**config.mk**
```make
export PLATFORM = sky130hd
export DESIGN_NAME = winograd_f23_engine
export DESIGN_NICKNAME = d
export VERILOG_FILES = /design/src/rtl/winograd_f23_engine.sv
export SDC_FILE = /design/constraint.sdc
export NUM_CORES = 1
export LEC_CHECK = 0
export BUFFER_PORTS_ARGS = -buffer_cell sky130_fd_sc_hd__buf_2
export CAP_MARGIN = 20
export CORE_MARGIN = 1
export CORE_UTILIZATION = 44
export CTS_BUF_LIST = sky130_fd_sc_hd__clkbuf_2
export DETAILED_ROUTE_END_ITERATION = 12
export PLACE_DENSITY = 0.68
export SLEW_MARGIN = 20
export SYNTH_ARGS = -nofsm -noshare
export SYNTH_HDL_FRONTEND = slang
export SYNTH_SLANG_ARGS = --single-unit
```
**constraint.sdc**
```tcl
create_clock -name clk -period 5.2 [get_ports clk]
set_input_delay 0 -clock clk [delete_from_list [all_inputs] [get_ports clk]]
set_output_delay 0 -clock clk [all_outputs]
set_load 0.05 [all_outputs]
```
**src/rtl/winograd_f23_engine.sv**
```systemverilog
// Winograd F(2,3) engine: four transform products on one serial radix-2 Booth multiplier.
// Define WINOGRAD_SAT_EN to clamp outputs to DW bits instead of wrapping.
module winograd_f23_engine #(
  parameter int DW   = 16,
  parameter int FRAC = 8
) (
  input  logic          clk,
  input  logic          rst_n,
  input  logic          in_valid,
  output logic          in_ready,
  input  logic [DW-1:0] d0,
  input  logic [DW-1:0] d1,
  input  logic [DW-1:0] d2,
  input  logic [DW-1:0] d3,
  input  logic [DW-1:0] g0,
  input  logic [DW-1:0] g1,
  input  logic [DW-1:0] g2,
  output logic          out_valid,
  input  logic          out_ready,
  output logic [DW-1:0] y0,
  output logic [DW-1:0] y1,
  output logic          busy
);
  localparam int MW = DW + 1;
  localparam int AW = DW + 2;
  localparam int PW = 2 * DW + 2;
  localparam int SW = 2 * DW + 4;
  localparam int CW = $clog2(DW + 2);

  typedef enum logic [1:0] {IDLE = 2'd0, MUL = 2'd1, OUT = 2'd2} state_t;

  state_t               state_q, state_d;
  logic                 rdy_q;
  logic [3:0][DW-1:0]   d_q, d_d;
  logic [2:0][DW-1:0]   g_q, g_d;
  logic [1:0]           idx_q, idx_d;
  logic [CW-1:0]        cnt_q, cnt_d;
  logic signed [AW-1:0] acc_q, acc_d;
  logic [MW-1:0]        mq_q, mq_d;
  logic                 qm1_q, qm1_d;
  logic [3:0][PW-1:0]   t_q, t_d;
  logic [DW-1:0]        y0_q, y0_d, y1_q, y1_d;
  logic                 ovld_q, ovld_d;

  logic signed [MW-1:0] m [4];
  logic signed [MW-1:0] k [4];
  logic signed [AW-1:0] gs1, gs2;

  always_comb begin
    m[0] = MW'($signed(d_q[0])) - MW'($signed(d_q[2]));
    m[1] = MW'($signed(d_q[1])) + MW'($signed(d_q[2]));
    m[2] = MW'($signed(d_q[2])) - MW'($signed(d_q[1]));
    m[3] = MW'($signed(d_q[1])) - MW'($signed(d_q[3]));
    gs1  = AW'($signed(g_q[0])) + AW'($signed(g_q[1])) + AW'($signed(g_q[2]));
    gs2  = AW'($signed(g_q[0])) - AW'($signed(g_q[1])) + AW'($signed(g_q[2]));
    k[0] = MW'($signed(g_q[0]));
    k[1] = MW'(gs1 >>> 1);
    k[2] = MW'(gs2 >>> 1);
    k[3] = MW'($signed(g_q[2]));
  end

  // One Booth step per cycle; cnt==0 starts a fresh product from the selected operands.
  logic                 first, qm_cur;
  logic signed [AW-1:0] a_cur, a_add, a_nxt, k_ext;
  logic [MW-1:0]        q_cur, q_nxt;
  logic signed [PW-1:0] prod;

  always_comb begin
    first  = (cnt_q == '0);
    a_cur  = first ? '0 : acc_q;
    q_cur  = first ? m[idx_q] : mq_q;
    qm_cur = first ? 1'b0 : qm1_q;
    k_ext  = AW'(k[idx_q]);
    case ({q_cur[0], qm_cur})
      2'b01:   a_add = a_cur + k_ext;
      2'b10:   a_add = a_cur - k_ext;
      default: a_add = a_cur;
    endcase
    a_nxt = {a_add[AW-1], a_add[AW-1:1]};
    q_nxt = {a_add[0], q_cur[MW-1:1]};
    prod  = PW'({a_nxt, q_nxt});
  end

  logic signed [SW-1:0] s0, s1;
  always_comb begin
    s0 = SW'($signed(t_q[0])) + SW'($signed(t_q[1])) + SW'($signed(t_q[2]));
    s1 = SW'($signed(t_q[1])) - SW'($signed(t_q[2])) - SW'($signed(t_q[3]));
  end

`ifdef WINOGRAD_SAT_EN
  localparam logic signed [SW-1:0] YMAX = SW'((64'sd1 <<< (DW - 1)) - 64'sd1);
  localparam logic signed [SW-1:0] YMIN = ~YMAX;

  function automatic logic [DW-1:0] reduce(input logic signed [SW-1:0] s);
    logic signed [SW-1:0] sh;
    sh = s >>> FRAC;
    if (sh > YMAX) return DW'(YMAX);
    if (sh < YMIN) return DW'(YMIN);
    return DW'(sh);
  endfunction
`else
  function automatic logic [DW-1:0] reduce(input logic signed [SW-1:0] s);
    return DW'(s >>> FRAC);
  endfunction
`endif

  always_comb begin
    state_d = state_q;
    d_d     = d_q;
    g_d     = g_q;
    idx_d   = idx_q;
    cnt_d   = cnt_q;
    acc_d   = acc_q;
    mq_d    = mq_q;
    qm1_d   = qm1_q;
    t_d     = t_q;
    y0_d    = y0_q;
    y1_d    = y1_q;
    ovld_d  = ovld_q;
    case (state_q)
      IDLE: if (in_valid && rdy_q) begin
        d_d     = {d3, d2, d1, d0};
        g_d     = {g2, g1, g0};
        idx_d   = '0;
        cnt_d   = '0;
        state_d = MUL;
      end
      MUL: begin
        // cnt == DW+1 only after t3 is stored: spend that cycle reducing the sums.
        if (cnt_q != CW'(DW + 1)) begin
          acc_d = a_nxt;
          mq_d  = q_nxt;
          qm1_d = q_cur[0];
          cnt_d = cnt_q + 1'b1;
          if (cnt_q == CW'(DW)) begin
            t_d[idx_q] = prod;
            if (idx_q != 2'd3) begin
              idx_d = idx_q + 1'b1;
              cnt_d = '0;
            end
          end
        end else begin
          y0_d    = reduce(s0);
          y1_d    = reduce(s1);
          ovld_d  = 1'b1;
          state_d = OUT;
        end
      end
      OUT: if (out_ready) begin
        ovld_d  = 1'b0;
        state_d = IDLE;
      end
      default: state_d = IDLE;
    endcase
  end

  always_ff @(posedge clk or negedge rst_n) begin
    if (!rst_n) begin
      state_q <= IDLE;
      rdy_q   <= 1'b0;
      d_q     <= '0;
      g_q     <= '0;
      idx_q   <= '0;
      cnt_q   <= '0;
      acc_q   <= '0;
      mq_q    <= '0;
      qm1_q   <= 1'b0;
      t_q     <= '0;
      y0_q    <= '0;
      y1_q    <= '0;
      ovld_q  <= 1'b0;
    end else begin
      state_q <= state_d;
      rdy_q   <= 1'b1;
      d_q     <= d_d;
      g_q     <= g_d;
      idx_q   <= idx_d;
      cnt_q   <= cnt_d;
      acc_q   <= acc_d;
      mq_q    <= mq_d;
      qm1_q   <= qm1_d;
      t_q     <= t_d;
      y0_q    <= y0_d;
      y1_q    <= y1_d;
      ovld_q  <= ovld_d;
    end
  end

  assign in_ready  = rdy_q && (state_q == IDLE);
  assign busy      = (state_q != IDLE);
  assign out_valid = ovld_q;
  assign y0        = y0_q;
  assign y1        = y1_q;
endmodule
```
* Word-level counts from Yosys, hierarchy flattened
Cells that the tools add are included.
** Word-level totals
- Word-level logic and storage cells :: 101
- Flip-flop bits (word level) :: 326
** Cells by class
- Reduce and logical (&&, ||, !) cells :: 16
- Equal/unequal tests :: 13
- Add/sub/neg operators :: 16
- Multiplexer cells :: 30
- $lt $le $gt $ge :: 3
- Bitwise operators :: 2
** Operators by type and width (number)
- 136-bit bitwise mux :: 1
- 17-bit two-way mux :: 5
- 17-bit binary-select mux with 2-bit select :: 2
- 34-bit demux with 2-bit select :: 1
- 16-bit by 16-bit subtractor with 17-bit output :: 4
- 24-bit adder :: 2
- 24-bit subtractor :: 2
- 17-bit by 16-bit adder with 18-bit output :: 2
- 18-bit case mux with 2 select lines :: 1
- 16-bit by 16-bit adder with 17-bit output :: 2
- 34-bit two-way mux :: 1
- 5-bit two-way mux :: 4
- 18-bit by 17-bit adder with 18-bit output :: 1
- 18-bit two-way mux :: 1
- 18-bit by 17-bit subtractor with 18-bit output :: 1
- 2-bit two-way mux :: 7
- 2-bit inequality test (second input constant) :: 7
- 3-bit AND reduction :: 4
- 5-bit case mux with 2 select lines :: 1
- 2-bit case mux with 3 select lines :: 1
- 2-bit AND reduction :: 3
- 2-bit nonzero test :: 3
- 5-bit by 1-bit adder with 5-bit output (second input constant) :: 1
- 5-bit == test (second input constant) :: 1
- 16 further kinds :: 22

* Logic depth before layout (Yosys ltp)
- Depth in word-level cells :: 8
- Gate-level depth with buffers :: 25
- Depth with buffers taken out :: 25

* Worst setup path after synthesis
OpenSTA, ideal clock, no wires.
- Kind :: reg-to-reg
- Start point :: register g_q[1] in the netlist's numbering
- End point :: register acc_q[16]
- Clock period less this slack :: 5260 ps
- Buffers on the path :: 0
- Stages on the path, launching flop included :: 24
- Slack :: -60 ps
- Setup time :: 132 ps
- Arrival time :: 5129 ps
- Cell sequence :: dfrtp_1 -> inv_1 -> fa_1 -> inv_1 -> ha_1 -> fa_1 -> xor2_1 -> mux4_2 -> a211oi_1 -> nor2b_1 -> and2_1 -> and3_1 -> nor2_1 -> xor2_1 -> ha_1 -> and2_1 -> o21ai_0 -> o311a_1 -> o31ai_1 -> o41ai_1 -> nor2_1 -> o311ai_1 -> o21a_1 -> o211ai_2
** On the way
- Cells in the longest elaborated chain, start to end :: 7
** RTL lines
- start, declared :: line 35 : logic [2:0][DW-1:0] g_q, g_d;
- start signal, assigned :: line 176 : g_q <= g_d;
- 16-bit by 16-bit subtractor with 17-bit output / 16-bit by 16-bit adder with 17-bit output (equally long branches) :: line 55, 54
- 17-bit by 16-bit adder with 18-bit output, on equally long branches :: line 55, 54
- 17-bit binary-select mux with 2-bit select * :: line 73 : k_ext = AW'(k[idx_q]);
- 17-bit two-way mux (implied by the code) * (2 in a row) :: line 73
- 18-bit by 17-bit subtractor with 18-bit output / 18-bit by 17-bit adder with 18-bit output (equally long branches) :: line 76, 75
- 18-bit case mux with 2 select lines * :: line 74 : case ({q_cur[0], qm_cur})
- end signal, assigned :: line 165 : acc_q <= '0;
- end signal, assigned :: line 179 : acc_q <= acc_d;
- end, declared :: line 38 : logic signed [AW-1:0] acc_q, acc_d;
Every way passes the cells marked *; elsewhere a longest branch is shown, timed or not. The select of a mux whose other input is x is not followed.
A chain may end at the register's enable or synchronous reset.

* Worst setup path after layout
- Start point :: register g_q[18] in the netlist's numbering
- End point :: register acc_q[16]
The elaborated chain is that of the path after synthesis.

==> metrics.md <==
| Metric | Value |
|---|---|
| Crit path kind | reg2reg |
| Crit path DAT | 6.05 ns |
| Area grow syn2layout | 30.7% |
| Syn Std Cell Area | 20300 µm² |
| Clk pin slew, worst setup/hold paths | 0.09 ns |
| Yosys top cell area share | 35.2% |
| CTS buffer count | 82 |
| Hold Vio Cnt, Final | 0 |
| Filler instances | 3934 |
| Post-synth top area cell | dfrtp_1 |
| Post-DP HPWL | 36.8 mm |
| GR Overflow Total | 0 |
| Vias per cell | 5.26 |
| Max-slew violation count | 0 |
| Async SR Flop Fraction | 100% |
| Final wirelength | 58.6 mm |
| Fmax | 195 MHz |
| Clock Latency Late Sink | 1.07 ns |
| RePlAce Congestion | 0.892 |
| Status | complete, no violations |
| Synthesized area per cell | 8.91 µm² |
| Crit path launch | g_q[18]$_DFFE_PN0P_ |
| Crit Reg-Reg Startpoint | g_q[18]$_DFFE_PN0P_ |
| DIE AREA | 47100 µm² |
| Relative slew margins | 31.7% |
| Routed len/inst | 16.7 µm |
| # rows | 78 |
| Sequential area share after synthesis | 35.2% |
| Crit path buffers/inverters | 2 |
| Final Cycle Share | 98.8% |
| CTS sink cnt | 286 |
| Crit path largest cell delay | 0.62 ns |
| Largest net degree at the start of global routing | 123 |
| Crit Path Max Fanout | 3 |
| Startpoint Class | flip-flop |
| Synth Warn # | 0 |
| Seq cells post-synth | 286 |
| Share of layout cells above drive strength 1 | 17.1% |
| Max-cap violations | 0 |
| Worst slew pin tran | 1.03 ns |
| Total core area | 45500 µm² |
| CTS tree | done |
| Router iterations before antenna repair | 5 |
| Number of global-route vias before repair | 19100 |
| 1st-iter DRT viols | 1096 |
| Min-Delay Startpoint | in_valid |
| Worst min path class | in2reg |
| EDFF count, synth | 0 |
| Post-Syn Instances | 2282 |
| Gr usage total | 25.0% |
| Max Root-Sink Buffers | 3 |
| Worst Setup End Kind | flip-flop |
| Worst Path Required | 6.12 ns |
| Die W | 217 µm |
| Io pins | 151 |
| Clock Skew | 0.104 ns |
| Top FF cell, synth | dfrtp_1 |
| RSZ-0062 raised after global routing | true |
| Drc violations | 0 |
| Final Critical Period | 5.14 ns |
| Remaining antenna violation count after routing | 0 |
| Via count | 18400 |
| Root Driver | clkbuf_2 |
| Yosys cell types | 75 |
| Largest cells by area after synthesis | dfrtp_1 35%, ha_1 10%, fa_1 8.0% |
| Cell Chain, Critical Path | inv_1, fa_2, ha_4, a21oi_4, buf_4, a21oi_1, o41a_1, o41a_1, xnor2_2, o211ai_2, a211oi_2, nand2_1, nor3b_2, nor2_1, xor2_1, ha_2, nand3_4, o31ai_4, o41ai_2, nor2_1, o311ai_2, o211ai_1, o211ai_2 |
| Global-route wire length before repair | 94.3 mm |
| NumNets Final | 3215 |
| Synthesized Nets | 2648 |
| CP top delay family | compound AO/OA/AOI/OAI gates |
| Final Setup Violations | 0 |
| H-tree depth | 3 |
| Slowest CP cell | fa_2 |
| WHS | 0.149 ns |
| Initial antenna violation count | 1 |
| Die H | 217 µm |
| Initial Utilization | 44.7% |
| Port bufs | 150 |
flip-flops by register name (all words and copies together) (netlist names):
name	cells
t_q	96
d_q	64
g_q	48
acc_q	17
mq_q	17
y0	16
y1	16
cnt_q	5
idx_q	2
state_q	2
out_valid	1
qm1_q	1
rdy_q	1
routing by layer:
metal	vias up	track usage [%]	routed length, µm	share of wire (%)
li1	8949	-	-	-
met1	8797	30.3	25100	43
met2	526	42.7	28700	49
met3	174	4.64	2710	4.6
met4	0	11.9	2150	3.7
met5	-	0	0	0
worst reg2reg max path: stages (launching register included):
cell and delay, ns:
dfrtp_1 0.39, inv_1 0.09, fa_2 0.62, ha_4 0.23, a21oi_4 0.15, buf_4 0.13, a21oi_1 0.09, o41a_1 0.37
o41a_1 0.51, xnor2_2 0.19, o211ai_2 0.13, a211oi_2 0.25, nand2_1 0.12, nor3b_2 0.20, nor2_1 0.07, xor2_1 0.14
ha_2 0.39, nand3_4 0.10, o31ai_4 0.28, o41ai_2 0.11, nor2_1 0.14, o311ai_2 0.15, o211ai_1 0.12, o211ai_2 0.11
area by class of cell:
type / instances / area (µm²) / share of cell area [%]
inverters: 240 / 901 / 3.39
clock inverters: 27 / 189 / 0.711
diodes: 1 / 2.50 / 0.00942
clock buffers: 114 / 571 / 2.15
multi-input cells: 1674 / 12300 / 46.3
repair buffers: 565 / 4700 / 17.7
well taps: 600 / 751 / 2.83
flip-flops and latches: 286 / 7160 / 26.9
stage by stage:
step	cell area, µm²	std cells	utilization [%]	worst slack, ns	setup TNS, ns
after floorplan	20300	2282	-	0.0313	0
after global placement	22200	3030	48.7	-0.127	-0.185
after detailed placement	22200	3030	48.7	-0.281	-0.719
after CTS	26200	3487	57.6	0.00552	0
after global routing	26600	3507	58.4	-0.187	-0.717
final	26600	3507	58.4	0.0629	0
layout by cell type, fill, tap and decap left out, drive strengths merged, types with 7 or more instances in the layout:
| master | count |
|---|---|
| nor2b | 19 |
| o21bai | 12 |
| o22ai | 12 |
| inv | 240 |
| clkbuf | 114 |
| nor2 | 111 |
| mux2 | 28 |
| or3 | 19 |
| nand3 | 34 |
| nand2 | 339 |
| a211oi | 12 |
| nor3 | 39 |
| dfrtp | 286 |
| o31ai | 14 |
| a21oi | 96 |
| mux4 | 12 |
| nand2b | 14 |
| ha | 169 |
| fa | 81 |
| a21o | 31 |
| o21ai | 312 |
| mux2i | 11 |
| o21a | 24 |
| clkinv | 24 |
| and2 | 27 |
| dlygate4sd3 | 313 |
| xor2 | 46 |
| a31oi | 20 |
| buf | 252 |
| o211ai | 24 |
| xnor2 | 67 |
| and3 | 13 |
| a21boi | 7 |
synth_stat cells (11+ instances only):
| master | count |
|---|---|
| clkbuf_1 | 71 |
| o21ai_0 | 310 |
| nor2b_1 | 19 |
| nand2b_1 | 14 |
| and3_1 | 13 |
| o22ai_1 | 12 |
| nor2_1 | 111 |
| inv_1 | 239 |
| mux4_2 | 12 |
| o21a_1 | 24 |
| ha_1 | 169 |
| or3_1 | 19 |
| fa_1 | 81 |
| a21o_1 | 31 |
| a31oi_1 | 20 |
| o31ai_1 | 14 |
| nand2_1 | 338 |
| xor2_1 | 46 |
| nand3_1 | 34 |
| xnor2_1 | 66 |
| mux2_2 | 28 |
| and2_1 | 27 |
| dfrtp_1 | 286 |
| mux2i_1 | 11 |
| a21oi_1 | 96 |
| o211ai_1 | 22 |
| o21bai_1 | 12 |
| nor3_1 | 39 |
kinds of logic (layout without fill, tap and decap cells):
| logic type | after synthesis | count (layout) | share of synthesized area [%] |
|---|---|---|---|
| and+or+nand+nor | 635 | 635 | 13.7 |
| AOI/OAI and AO/OA | 624 | 624 | 18.4 |
| buffers and inverters | 322 | 946 | 5.95 |
| DFF | 286 | 286 | 35.2 |
| adders and majority gates | 250 | 250 | 18.4 |
| xor gates and xnor gates | 113 | 113 | 4.90 |
| muxes | 51 | 51 | 3.42 |
| other | 1 | 2 | 0.0184 |
worst paths after layout:
path | endpoint | slack (ns) | depth (start not counted)
max | acc_q[16]$_DFFE_PN0P_ | 0.06 | 23
min in group asynchronous | y0[5]$_DFFE_PN0P_ | 0.18 | 4
max in group asynchronous | d_q[42]$_DFFE_PN0P_ | 4.17 | 4
max reg2reg | acc_q[16]$_DFFE_PN0P_ | 0.06 | 23
min reg2reg | y1[9]$_DFFE_PN0P_ | 0.48 | 2
min | g_q[9]$_DFFE_PN0P_ | 0.15 | 5
what timing repair did:
action                                  4_1_cts  5_1_grt
pin swaps                                    13       45
hold buffers                                314        0
cloned                                        0        0
resized for setup                            25       59
buffers inserted                              2       20
hold endpoints to repair                    400        0
endpoints found under the setup margin        6       11
Power is not shown: default switching activity piles up to over one toggle a cycle in this logic, so the estimate is an artifact.
